`src/rtl/tl_pkg.sv`:
```
// Shared constants and types for the traffic-light agent/environment pair.
// Contents:
//   LANE_W, N_LANES, ACT_W, STATE_W  - lane-state and action geometry
//   tl_state_t                       - policy FSM states (IDLE, DECIDE, HOLD)
//   lane_field()                     - extracts one lane's congestion field from S
package tl_pkg;

    localparam int LANE_W  = 3;
    localparam int N_LANES = 4;
    localparam int ACT_W   = 2;
    localparam int STATE_W = LANE_W * N_LANES;

    typedef enum logic [1:0] {
        IDLE   = 2'd0,
        DECIDE = 2'd1,
        HOLD   = 2'd2
    } tl_state_t;

    // Lane idx occupies S[idx*LANE_W +: LANE_W]; lane 0 sits in the low bits.
    function automatic logic [LANE_W-1:0] lane_field(
        input logic [STATE_W-1:0] s,
        input logic [ACT_W-1:0]   idx
    );
        return s[int'(idx) * LANE_W +: LANE_W];
    endfunction

endpackage

```
`src/rtl/action_selector_lfsr16.sv`:
```
// 16-bit Galois LFSR, polynomial x^16 + x^14 + x^13 + x^11 + 1.
// Steps on every clock edge outside reset; it is the randomness source for
// exploratory actions.
// Ports:
//   clk  in   system clock
//   rst  in   asynchronous active-high reset, loads SEED
//   q    out  current LFSR state
// SEED must be nonzero, otherwise the register locks up at zero.
module lfsr16 #(
    parameter logic [15:0] SEED = 16'hACE1
) (
    input  logic        clk,
    input  logic        rst,
    output logic [15:0] q
);

    // Right-shifting Galois form: taps for x^16, x^14, x^13, x^11 land on
    // bits 15, 13, 12, 10 and are toggled whenever a 1 shifts out.
    localparam logic [15:0] TAPS = 16'hB400;

    logic [15:0] lfsr_reg;
    logic [15:0] lfsr_next;

    always_comb begin
        lfsr_next = {1'b0, lfsr_reg[15:1]};
        if (lfsr_reg[0]) begin
            lfsr_next = lfsr_next ^ TAPS;
        end
    end

    always_ff @(posedge clk or posedge rst) begin
        if (rst) begin
            lfsr_reg <= SEED;
        end else begin
            lfsr_reg <= lfsr_next;
        end
    end

    assign q = lfsr_reg;

endmodule

```
`src/rtl/action_selector.sv`:
```
// Policy block of the traffic-light agent. Picks the green lane from the
// 12-bit congestion state S: greedily the most congested lane, or, while
// learning, occasionally a pseudo-random lane (epsilon-greedy). Each action
// is held for MIN_HOLD cycles before the next decision.
// Ports:
//   clk         in   system clock
//   rst         in   asynchronous active-high reset
//   en          in   run request; decisions are made while high
//   learning    in   1 = epsilon-greedy, 0 = pure greedy
//   S[11:0]     in   lane congestion, 3 bits per lane, lane 0 in S[2:0]
//   A[1:0]      out  current action (lane given green), registered
//   a_valid     out  high while the action is being held
//   a_new       out  one-cycle pulse in the first hold cycle of a decision
//   explore     out  1 when the current A came from the random path
//   switch_cnt  out  saturating count of decisions that changed A
module action_selector
    import tl_pkg::*;
#(
    parameter int unsigned MIN_HOLD   = 4,
    parameter logic [7:0]  EPS_THRESH = 8'd26,
    parameter logic [15:0] LFSR_SEED  = 16'hACE1
) (
    input  logic               clk,
    input  logic               rst,
    input  logic               en,
    input  logic               learning,
    input  logic [STATE_W-1:0] S,
    output logic [ACT_W-1:0]   A,
    output logic               a_valid,
    output logic               a_new,
    output logic               explore,
    output logic [7:0]         switch_cnt
);

    localparam int                HOLD_W    = 4;
    localparam logic [HOLD_W-1:0] HOLD_LAST = HOLD_W'(MIN_HOLD - 1);

    tl_state_t           state_reg, state_next;
    logic [HOLD_W-1:0]   hold_cnt_reg, hold_cnt_next;
    logic [ACT_W-1:0]    a_reg, a_next;
    logic                explore_reg, explore_next;
    logic [7:0]          switch_cnt_reg, switch_cnt_next;

    logic [15:0]         lfsr_q;
    logic                lfsr_unused;
    logic [LANE_W-1:0]   lane [N_LANES];
    logic [LANE_W-1:0]   greedy_max;
    logic [ACT_W-1:0]    greedy_idx;
    logic                take_random;
    logic [ACT_W-1:0]    decision;

    lfsr16 #(
        .SEED (LFSR_SEED)
    ) u_lfsr (
        .clk (clk),
        .rst (rst),
        .q   (lfsr_q)
    );

    // Only the low ten LFSR bits drive the policy (threshold byte + lane).
    assign lfsr_unused = ^lfsr_q[15:10];

    for (genvar gi = 0; gi < N_LANES; gi++) begin : g_lane
        assign lane[gi] = lane_field(S, ACT_W'(gi));
    end

    // Strict '>' keeps the earliest lane on ties, so equal congestion
    // resolves to the lowest index.
    always_comb begin
        greedy_max = lane[0];
        greedy_idx = '0;
        for (int i = 1; i < N_LANES; i++) begin
            if (lane[i] > greedy_max) begin
                greedy_max = lane[i];
                greedy_idx = ACT_W'(i);
            end
        end
    end

    assign take_random = learning && (lfsr_q[7:0] < EPS_THRESH);
    assign decision    = take_random ? lfsr_q[9:8] : greedy_idx;

    always_comb begin
        state_next      = state_reg;
        hold_cnt_next   = hold_cnt_reg;
        a_next          = a_reg;
        explore_next    = explore_reg;
        switch_cnt_next = switch_cnt_reg;
        case (state_reg)
            IDLE: begin
                if (en) begin
                    state_next = DECIDE;
                end
            end
            DECIDE: begin
                a_next        = decision;
                explore_next  = take_random;
                hold_cnt_next = '0;
                if ((decision != a_reg) && (switch_cnt_reg != 8'hFF)) begin
                    switch_cnt_next = switch_cnt_reg + 8'd1;
                end
                state_next = HOLD;
            end
            HOLD: begin
                // A started hold always runs to completion; en only decides
                // what follows it.
                hold_cnt_next = hold_cnt_reg + 1'b1;
                if (hold_cnt_reg == HOLD_LAST) begin
                    state_next = en ? DECIDE : IDLE;
                end
            end
            default: begin
                state_next = IDLE;
            end
        endcase
    end

    always_ff @(posedge clk or posedge rst) begin
        if (rst) begin
            state_reg      <= IDLE;
            hold_cnt_reg   <= '0;
            a_reg          <= '0;
            explore_reg    <= 1'b0;
            switch_cnt_reg <= '0;
        end else begin
            state_reg      <= state_next;
            hold_cnt_reg   <= hold_cnt_next;
            a_reg          <= a_next;
            explore_reg    <= explore_next;
            switch_cnt_reg <= switch_cnt_next;
        end
    end

    assign A          = a_reg;
    assign explore    = explore_reg;
    assign switch_cnt = switch_cnt_reg;
    assign a_valid    = (state_reg == HOLD);
    assign a_new      = (state_reg == HOLD) && (hold_cnt_reg == '0);

endmodule
```
`config.mk`:
```
export PLATFORM = sky130hd
export DESIGN_NAME = action_selector
export DESIGN_NICKNAME = d
export VERILOG_FILES = /design/src/rtl/tl_pkg.sv /design/src/rtl/action_selector_lfsr16.sv /design/src/rtl/action_selector.sv
export SDC_FILE = /design/constraint.sdc
export NUM_CORES = 1
export LEC_CHECK = 0
export ABC_AREA = 0
export ABC_CLOCK_PERIOD_IN_PS = 1840
export CORE_UTILIZATION = 30
export DETAILED_ROUTE_END_ITERATION = 16
export GPL_TIMING_DRIVEN = 0
export HOLD_SLACK_MARGIN = 0.15
export PLACE_DENSITY = 0.64
export RECOVER_POWER = 100
export SYNTH_ARGS = -nofsm -noshare
export SYNTH_HDL_FRONTEND = slang
export SYNTH_SLANG_ARGS = --single-unit
```
`constraint.sdc`:
```
create_clock -name clk -period 1.84 [get_ports clk]
set_input_delay 0.46 -clock clk [delete_from_list [all_inputs] [get_ports clk]]
set_output_delay 0.46 -clock clk [all_outputs]
set_load 0.02 [all_outputs]
```
# Word-level counts from Yosys, hierarchy flattened
# Index checks and enable logic that the tools add are counted.
[totals] register_bits=33 latchBits=0 mem_bits_rw=0 romBits=0 in_bits=16 out_inout_bits=13 wordCells=40 memories=0
[op_classes] n_addsub=2 mul=0 div_mod_pow=0 n_lt_le_gt_ge=4 n_eq_ne=7 shift=0 n_mux=12 n_bitwise=1 reduce_logical=8
[ops] op="16-bit 2-to-1 mux" n=1
[ops] op="2-bit 2-to-1 mux" n=5
[ops] op="3-bit greater-than comparator" n=3
[ops] op="8-bit by 1-bit adder with 8-bit output (second input constant)" n=1
[ops] op="8-bit by 5-bit less-than comparator with 1-bit output (second input constant)" n=1
[ops] op="8-bit inequality test (second input constant)" n=1
[ops] op="4-bit one-hot mux with 2 select lines" n=1
[ops] op="3-bit 2-to-1 mux" n=2
[ops] op="2-bit one-hot mux with 3 select lines" n=1
[ops] op="4-bit by 1-bit adder with 4-bit output (second input constant)" n=1
[ops] op="4-bit by 2-bit equality test with 1-bit output (second input constant)" n=1
[ops] op="4-bit zero test" n=1
[ops] op="3-bit inverter with 4-bit output" n=1
[ops] op="2-bit AND reduction" n=2
[ops] op="1-bit logical AND" n=3
[ops] op="2-bit by 1-bit equality test with 1-bit output (second input constant)" n=1
[ops] op="2-bit equality test (second input constant)" n=1
[ops] op="2-bit zero test" n=1
[ops] op="1-bit 2-to-1 mux" n=2
[ops] op="2-bit by 1-bit inequality test with 1-bit output (second input constant)" n=1
[ops] op="2-bit inequality test" n=1
[ops] op="2-bit inequality test (second input constant)" n=1
[ops] op="2-bit nonzero test" n=1

# Depth between registers and ports, before layout
# Gate-level depths: netlist of run 1.
[logic_depth] word_depth=10 depth_mapped=19 depth_no_buf=19

# Cells and area by module
# A second synthesis of run 1 with hierarchy kept.
[hier_totals] cells_unflattened=162 hier_area_um2=1790.5
[by_module_without_submodules] mod="action_selector" n_inst=1 cells_each=129 area_per_inst_um2=1252.5 seq_area_each_um2=425.4
[by_module_without_submodules] mod="lfsr16" n_inst=1 cells_each=33 area_per_inst_um2=538.0 seq_area_each_um2=410.4

# Least setup slack after synthesis of run 1
# No wires, ideal clock.
[synth_timing] kind="input to register" start="input port S[1]" end="register switch_cnt_reg[1] (netlist: switch_cnt[1])" setup_ns=0.125 arrival_time_ns=3.793 required_time_ns=1.715 path_slack_ns=-2.077 stages=16 path_buffers=0 cell_sequence="inv_1 ha_1 and3_1 a21oi_2 mux2_2 ha_1 nand3_1 a21boi_0 nor2_1 a21oi_1 ha_1 a31oi_1 nand2_1 o31a_1 a31oi_4 mux2_2"
[synth_between] elab_chain_len=10 elab_cells_between_ends=12 cone_classes="order compare: 3; eq/ne: 1; mux: 6; reduce/logical: 2"
[synth_rtl] item="start, declared" line_no="action_selector.sv:27" text="input logic [STATE_W-1:0] S,"
[synth_rtl] item="3-bit greater-than comparator" line_no="action_selector.sv:73" text="if (lane[i] > greedy_max) begin"
[synth_rtl] item="3-bit 2-to-1 mux" line_no="action_selector.sv:73"
[synth_rtl] item="3-bit greater-than comparator" line_no="action_selector.sv:73"
[synth_rtl] item="3-bit 2-to-1 mux" line_no="action_selector.sv:73"
[synth_rtl] item="3-bit greater-than comparator" line_no="action_selector.sv:73"
[synth_rtl] item="2-bit 2-to-1 mux (*)" line_no="action_selector.sv:73"
[synth_rtl] item="2-bit 2-to-1 mux (*)" line_no="action_selector.sv:81" text="assign decision = take_random ? lfsr_q[9:8] : greedy_idx;"
[synth_rtl] item="2-bit inequality test (*)" line_no="action_selector.sv:99" text="if ((decision != a_reg) && (switch_cnt_reg != 8'hFF)) begin"
[synth_rtl] item="1-bit logical AND (*)" line_no="action_selector.sv:99"
[synth_rtl] item="2-bit AND reduction (no source line) (*)"
[synth_rtl] item="end signal, assigned" line_no="action_selector.sv:130" text="switch_cnt_reg <= switch_cnt_next;"
[synth_rtl] item="end, declared" line_no="action_selector.sv:42" text="logic [7:0] switch_cnt_reg, switch_cnt_next;"
# Mark *: on every way between the ends. The rest lies on a longest branch, timed or not.
# A chain may end at the register's enable or synchronous reset.

# Worst setup path after layout of run 1
[layout_timing] start="input port S[2]" end="register switch_cnt_reg[1] (netlist: switch_cnt[1])"
# The elaborated chain is that of the path after synthesis.

==> results.cfg, run 1 <==
[power]
finalPower_uw = 3240
p_leak_uw = 0.00114
vdd_ir_drop_max_mv = 0.783
powerDensity_mw_per_mm2 = 1280

[logic_synthesis]
synth_common_cells = dfrtp_1 (25), nand2_1 (19), ha_1 (16)
ys.flop_type = dfrtp_1
synth_seq_cells = 33
synth.most_common_cell = dfrtp_1
synth_edf_count = 0
ys_warn_count = 0
syn-cell-area_mm2 = 0.00174
synthTopCellsByArea = dfrtp_1 (36%), dfstp_2 (12%), ha_1 (12%), nand2_1 (4.1%), inv_1 (3.0%)
yosysTopAreaCell = dfrtp_1
avgSynthCellArea_um2 = 10.5
postSynthCellCount = 165
async_flop_share = 1.00
synth_cell_types = 39
yosysSeqAreaShare = 0.481
synth_nets = 197
netlist.area_leader.share = 0.360

[critical_path]
cp_cell_sequence = buf_8 -> inv_12 -> ha_4 -> nand3b_1 -> a21oi_4 -> mux2_4 -> ha_4 -> nand3b_1 -> buf_6 -> a21boi_4 -> nor2_1 -> a21oi_1 -> ha_2 -> inv_1 -> a211o_1 -> buf_6 -> a21oi_4 -> o211ai_2 -> a31oi_4 -> mux2_4
criticalPathCategory = in2reg
ff2ff_path_depth = 7
regToRegSetupSlack_ps = -210
startpoint_type = primary input
cp_max_fo = 8
critical_path.top_delay_family = compound AO/OA/AOI/OAI gates
critical_path_required_ps = 2020
crit_slowest_cell = mux2_4
cpPeakStageDelay_ps = 340
arrival_ps = 3950
r2r_start = u_lfsr.q[7]
worst_r2r_endpoint = switch_cnt[1]
cp-end-kind = flip-flop
crit_buf_inv = 5

[grt]
grt_pass1_wl_um = 5880
grt-ovfl-total = 0
grt_usage = 0.124
grt_max_degree = 34
grt_pass1_vias = 1361
antenna_found_initial = 0

[sta]
worst_pin_slew_ps = 565
worst_slack_ps = -1930
slew_viol_final = 0
fmax_mhz = 265
rsz0062_at_grt = true
final_hold_viol_count = 0
fin_skew_ps = 8.28
finalCriticalPeriod_ps = 3770
tns_ps = -18000
period_share = 2.05
slew_headroom = 0.623
setup_viol = 11

[detailed_routing]
vias = 1316
drt_wl_total_um = 3380
wl_per_cell_um = 11.6
antenna_left = 0
drtIter0Drc = 52
drt_first_pass_iters = 2
via_per_inst = 4.51
route.detailed.drc = 0

[finish]
fin_nets = 251
design_area_mm2 = 0.00253
drive_above_1_share = 0.318
antenna_cells = 0
fin_cells = 292
largest_reg_flops = 16
nFillCells = 536
area_delta_synth_final_pct = 45.8

[floorplan]
core_area_mm2 = 0.00554
num_rows = 27
die_h_um = 78.1
dieArea_mm2 = 0.00610
die_w_um = 78.1
start_util = 0.314
io_pins = 29

[clock_tree]
clockBufferDepth = 2
tritoncts = built
clockRootBuffer = clkbuf_8
path_clk_slew_ps = 70
htreeDepth = 2
clock-sinks = 33
postCtsHoldBufs = 0
worstSkewPairLatency_ps = 290
numCtsBuffers = 5

[outcome]
status = complete, but fails checks
violations = setup timing

[worst_hold_path]
worst_hold_path.endpoint = u_lfsr.q[11]
whs_path_depth = 0
min_from = u_lfsr.q[12]
holdCritPathClass = reg2reg

[job]
maxCapViolCount = 0

[placed_design]
port_buffers = 28
place_area_mm2 = 0.00223
place_ws_ps = -2780
gp_congestion = 0.720
post-place-cells = 265
post-dp-hpwl_um = 2360
how the worst max path moves through the flow:
| stage | endpoint | cells after the start | start | slack, ps |
|---|---|---|---|---|
| 2_1_floorplan | switch_cnt[1] | 16 | S[1] | -1870 |
| 3_3_place_gp | switch_cnt[1] | 17 | S[2] | -2760 |
| 3_5_place_dp | switch_cnt[1] | 17 | S[2] | -2780 |
| 4_1_cts | switch_cnt[5] | 20 | S[2] | -1870 |
| 5_1_grt | switch_cnt[4] | 21 | S[2] | -2110 |
| 6_report | switch_cnt[1] | 20 | S[2] | -1930 |
area by class of cell:
cell class	instances	area (um^2)	area share
multi-input cells	117	998	0.394
well taps	72	90.1	0.0356
clock buffers	7	86.3	0.0341
flip-flops and latches	33	836	0.330
inverters	14	67.6	0.0267
repair buffers	47	414	0.163
clock inverters	1	30.0	0.0119
plain buffers	1	11.3	0.00444
metrics by stage:
step | hold slack [ps] | utilization
final | 352 | 0.457
after CTS | 355 | 0.451
after global routing | 374 | 0.457
after detailed placement | 339 | 0.403
after global placement | 335 | 0.403
after floorplan | 333 | -
repair_timing:
action	4_1_cts	5_1_grt
resized for setup	48	10
setup buffers	15	3
setup endpoints to repair	13	13
pin swaps	20	20
cell usage in the layout, fill, tap and decap left out, drive strengths merged:
cell,netlist,final
dfrtp,25,25
buf,1,25
nand2,19,19
clkdlybuf4s50,0,16
ha,16,16
nor2,14,14
inv,14,13
clkbuf,0,11
o21ai,10,10
a21oi,10,10
dfstp,8,8
xnor2,6,6
nand3,6,6
xor2,4,4
mux2,4,4
a31oi,3,3
nand3b,2,2
and2,2,2
nand4,2,2
dlygate4sd2,0,2
and3,2,2
nor4b,2,2
o211ai,2,2
a211o,1,1
a21boi,1,1
a2111o,1,1
a21bo,1,1
and4,1,1
nor2b,1,1
o31a,1,1
o31ai,1,1
nor3b,1,1
clkinv,0,1
nand2b,1,1
a31o,1,1
mux2i,1,1
a32o,1,1
bufinv,0,1
dlygate4sd3,0,1
logic make-up after synthesis:
kind of cell               synth area share
adders and majority gates             0.115
and+or+nand+nor                       0.149
buffers and inverters                0.0367
xor gates and xnor gates             0.0504
AOI/OAI and AO/OA                     0.136
muxes                                0.0317
DFF                                   0.481
layer usage:
metal  global-route usage  share of wire  up-vias
li1                     -              -      675
met1                0.160           0.49      611
met2                0.188           0.45       24
met3               0.0407          0.050        6
met4               0.0556          0.014        0
met5                    0              0        -
power by group:
| part | switching (uW) | internal, uW |
|---|---|---|
| sequential | 144 | 858 |
| clock | 264 | 441 |
| combinational | 763 | 772 |
| total | 1170 | 2070 |
(Power assumes the default switching activity.)
==> run 2: changes to the inputs <==
- CORE_MARGIN: not set -> 2
==> run 2 against run 1 <==
Compared with the run above: sequential power barely moved; the flow still finishes with violations (setup timing); utilization rose by 0.95 points; fmax rose by 1.4%; critical path depth fell by 1; count of clock-buffer cells in the layout fell by 2; highest routed layer unchanged; clock power fell by 4.0%; sequential share of layout area fell by 0.67 points; die area rose by 5.2%; routed wire length rose by 5.0%.
==> results.cfg, run 2 (same netlist as run 1, synthesis figures left out) <==
[detailed_routing]
drt_first_pass_iters = 4
antenna_left = 0
drt_wl_total_um = 3550
vias = 1360
wl_per_cell_um = 12.0
drtIter0Drc = 43
route.detailed.drc = 0
via_per_inst = 4.61

[finish]
drive_above_1_share = 0.386
largest_reg_flops = 16
layout_common_cells = dfrtp_1 (25), buf_4 (18), nand2_1 (15)
nFillCells = 541
design_area_mm2 = 0.00259
final_common_cell = dfrtp_1
area_delta_synth_final_pct = 48.8
fin_nets = 254
fin_util = 0.467
antenna_cells = 0

[critical_path]
cp-end-kind = flip-flop
startpoint_type = primary input
critical_path_required_ps = 2010
crit_buf_inv = 4
criticalPathCategory = in2reg
worst_r2r_endpoint = switch_cnt[1]
cpPeakStageDelay_ps = 400
cp_max_fo = 8
crit_slowest_cell = a2111o_1
critical_path.top_delay_family = compound AO/OA/AOI/OAI gates
cp_cell_sequence = buf_8 -> inv_12 -> ha_4 -> nand3b_1 -> a21oi_4 -> mux2_4 -> ha_4 -> nand3b_1 -> buf_4 -> a21boi_4 -> nor2_2 -> a21oi_2 -> ha_2 -> inv_2 -> a211o_1 -> a2111o_1 -> o211ai_2 -> a31oi_4 -> mux2_4
ff2ff_path_depth = 7
regToRegSetupSlack_ps = -230
arrival_ps = 3890
r2r_start = u_lfsr.q[7]

[power]
vdd_ir_drop_max_mv = 0.697
p_leak_uw = 0.00115
powerDensity_mw_per_mm2 = 1250

[sta]
slew_viol_final = 0
worst_slack_ps = -1880
period_share = 2.02
rsz0062_at_grt = true
finalCriticalPeriod_ps = 3720
fmax_mhz = 269
slew_headroom = 0.615
worst_pin_slew_ps = 578
fin_skew_ps = 3.31
final_hold_viol_count = 0
setup_viol = 11

[worst_hold_path]
holdCritPathClass = reg2reg
whs_path_depth = 0
min_from = u_lfsr.q[12]
worst_hold_path.endpoint = u_lfsr.q[11]

[placed_design]
place_ws_ps = -2790
port_buffers = 28
place_area_mm2 = 0.00223
post-dp-hpwl_um = 2270
gp_congestion = 0.745

[floorplan]
die_h_um = 80.1
dieArea_mm2 = 0.00642
io_pins = 29
num_rows = 27
start_util = 0.314
die_w_um = 80.1
core_area_mm2 = 0.00554

[outcome]
status = complete, but fails checks
violations = setup timing

[grt]
grt_max_degree = 34
grt_usage = 0.117
antenna_found_initial = 0
grt_pass1_wl_um = 5910
grt-ovfl-total = 0
grt_pass1_vias = 1351

[clock_tree]
clock-sinks = 33
path_clk_slew_ps = 70
clockBufferDepth = 2
tritoncts = built
clockRootBuffer = clkbuf_8
numCtsBuffers = 5
worstSkewPairLatency_ps = 280
htreeDepth = 2

[job]
maxCapViolCount = 0
-- run 2: cell count changes in the layout (fill, tap and decap cells not counted), sizes merged --
cell | previous run | this run
clkinvlp | 0 | 1
buf | 25 | 28
clkdlybuf4s50 | 16 | 14
clkinv | 1 | 2
-- run 2: final cells by class --
class,count,area [um^2],share of cell area
plain buffers,1,11.3,0.00435
clock buffers,5,68.8,0.0266
clock inverters,3,46.3,0.0179
inverters,14,67.6,0.0261
multi-input cells,117,1050,0.405
flip-flops and latches,33,836,0.323
well taps,72,90.1,0.0348
repair buffers,50,418,0.162
-- run 2: how the worst max path moves through the flow --
| stage | from | to | slack [ps] | cells after the start |
|---|---|---|---|---|
| final | S[2] | switch_cnt[1] | -1880 | 19 |
| after detailed placement | S[2] | switch_cnt[1] | -2790 | 17 |
| after CTS | S[2] | switch_cnt[1] | -1940 | 17 |
| after global placement | S[2] | switch_cnt[1] | -2780 | 17 |
| after global routing | S[2] | switch_cnt[1] | -2070 | 19 |
| after floorplan | S[1] | switch_cnt[1] | -1870 | 16 |
-- run 2: metal layers --
metal  vias up  global-route usage  part of all wire
met3         4              0.0337             0.048
met2        23               0.188              0.49
met4         0              0.0407            0.0065
met5         -                   0                 0
li1        682                   -                 -
met1       651               0.151              0.46
-- run 2: what timing repair did --
action	CTS	global route
buffers inserted	14	7
endpoints found under the hold margin	0	0
gates resized for setup	52	21
setup endpoints to repair	14	13
pin swaps	19	16
hold buffers	0	0
-- run 2: stage by stage --
stage | hold slack [ps] | instances | TNS [ps] | power, uW
after floorplan | 333 | 165 | -16900 | 1860
after global placement | 335 | 265 | -28390 | 2270
after detailed placement | 337 | 265 | -29610 | 2290
after CTS | 354 | 287 | -17650 | 3160
after global routing | 360 | 295 | -19390 | 3510
final | 353 | 295 | -17120 | 3240
-- run 2: power by group --
part / switching, uW / internal, uW
Combinational: 792 / 771
Clock: 272 / 405
Sequential: 144 / 858
Total: 1210 / 2030
==> run 3: changes to the inputs <==
- CORE_ASPECT_RATIO: not set -> 0.9
- CTS_CLUSTER_SIZE: not set -> 8
- SLEW_MARGIN: not set -> 15
==> run 3 against run 2 <==
Compared with the run above: the flow still finishes with violations (setup timing); sequential share of layout area up 0.17 points; count of clock-buffer cells in the layout unchanged; sequential cell count unchanged; clock skew hardly changed; routed wire length rose by 8.7%; via count fell by 0.51%; setup slack got worse by 16 ps; critical path type unchanged.
==> results.cfg, run 3 (same netlist as run 1, synthesis figures left out) <==
[outcome]
status = complete, but fails checks
violations = setup timing

[sta]
final_hold_viol_count = 0
slew_viol_final = 0
period_share = 2.03
slew_headroom = 0.209
setup_viol = 11
worst_slack_ps = -1890
finalCriticalPeriod_ps = 3730
fmax_mhz = 268
fin_skew_ps = 3.34
worst_pin_slew_ps = 1190
tns_ps = -17840
whs_ps = 358
rsz0062_at_grt = true

[finish]
drive_above_1_share = 0.348
fin_nets = 252
antenna_cells = 0
fin_cells = 291
area_delta_synth_final_pct = 48.0
final_common_cell = dfrtp_1
largest_reg_flops = 16
layout_common_cells = dfrtp_1 (25), nand2_1 (15), clkdlybuf4s50_1 (15)

[clock_tree]
path_clk_slew_ps = 70
postCtsHoldBufs = 0
htreeDepth = 2
tritoncts = built
numCtsBuffers = 5
clockRootBuffer = clkbuf_8
clock-sinks = 33
clockBufferDepth = 2
worstSkewPairLatency_ps = 290

[job]
maxCapViolCount = 0

[power]
vdd_ir_drop_max_mv = 0.545
intPower_uw = 2060
power_switching_uw = 1240
clockPowerShare = 0.209
p_leak_uw = 0.00116
seqPwrFrac = 0.304
swShare = 0.376
powerDensity_mw_per_mm2 = 1280
combPwrFrac = 0.486
finalPower_uw = 3300

[grt]
antenna_found_initial = 0
grt_pass1_vias = 1335
grt_usage = 0.125
grt_pass1_wl_um = 6250
grt_max_degree = 34
grt-ovfl-total = 0

[detailed_routing]
drtIter0Drc = 40
route.detailed.drc = 0
via_per_inst = 4.65
drt_wl_total_um = 3860
drt_first_pass_iters = 4
wl_per_cell_um = 13.3
antenna_left = 0
vias = 1353

[critical_path]
crit_buf_inv = 4
cp-end-kind = flip-flop
critical_path.top_delay_family = compound AO/OA/AOI/OAI gates
cpPeakStageDelay_ps = 390
startpoint_type = primary input
cp_cell_sequence = buf_8 -> inv_12 -> ha_4 -> nand3b_1 -> a21oi_4 -> mux2_4 -> ha_4 -> nand3b_1 -> buf_6 -> a21boi_4 -> nor2_1 -> a21oi_1 -> ha_1 -> inv_1 -> a211o_1 -> a2111o_1 -> o211ai_2 -> a31oi_4 -> mux2_4
arrival_ps = 3910
criticalPathCategory = in2reg
crit_slowest_cell = a2111o_1
critical_path_required_ps = 2020
cp_max_fo = 7

[placed_design]
port_buffers = 28
post-place-cells = 263
gp_congestion = 0.714
post-dp-hpwl_um = 2650

[floorplan]
die_h_um = 76.2
start_util = 0.309
io_pins = 29
dieArea_mm2 = 0.00642
die_w_um = 84.2
num_rows = 26
core_area_mm2 = 0.00563

[worst_hold_path]
holdCritPathClass = reg2reg
run 3: changes by cell type in the layout (fill, tap and decap cells not counted), sizes merged:
| cell | previous run | this run |
|---|---|---|
| clkbuf | 11 | 9 |
| clkdlybuf4s50 | 14 | 15 |
| clkinv | 2 | 1 |
| buf | 28 | 27 |
| inv | 13 | 14 |
run 3: final cells by class:
class / count / area, um^2
clock inverters: 3 / 46.3
inverters: 14 / 67.6
multi-input cells: 117 / 1030
repair buffers: 48 / 429
flip-flops and latches: 33 / 836
fillers: 515 / 3060
well taps: 70 / 87.6
plain buffers: 1 / 11.3
clock buffers: 5 / 68.8
run 3: worst paths after layout:
check,depth (start not counted),start,slack (ps),endpoint
setup / recovery,19,S[2],-1890,switch_cnt[1]
hold / removal,0,u_lfsr.q[12],360,u_lfsr.q[11]
setup reg to reg,7,u_lfsr.q[7],-210,switch_cnt[1]
hold reg to reg,0,u_lfsr.q[12],360,u_lfsr.q[11]
max in group asynchronous,2,rst,210,A[0]
min in group asynchronous,2,rst,920,u_lfsr.q[14]
run 3: stage by stage:
stage	util	area (um^2)	setup slack, ps
finish	0.457	2570	-1890
global placement	0.396	2230	-2810
CTS	0.446	2510	-1900
global route	0.457	2570	-2040
floorplan	-	1860	-1870
detailed placement	0.396	2230	-2820
run 3: timing repair:
action / CTS / global route
endpoints found under the setup margin: 14 / 14
endpoints found under the hold margin: 0 / 0
resized for setup: 57 / 12
pin swaps: 22 / 12
setup buffers: 13 / 7
run 3: power by group through the flow:
stage / logic (uW) / registers, uW / clock network (uW)
4_1_cts: 1540 / 1010 / 716
6_report: 1600 / 1000 / 691
5_1_grt: 1740 / 1030 / 752
3_5_place_dp: 1290 / 1020 / 0
3_3_place_gp: 1250 / 1010 / 0
2_1_floorplan: 756 / 1100 / 0
run 3: per-layer routing:
| layer | vias to the layer above | GRT usage | part of all wire |
|---|---|---|---|
| li1 | 678 | - | - |
| met4 | 0 | 0.0516 | 0.019 |
| met3 | 7 | 0.0455 | 0.037 |
| met5 | - | 0 | 0 |
| met2 | 27 | 0.197 | 0.49 |
| met1 | 641 | 0.156 | 0.45 |
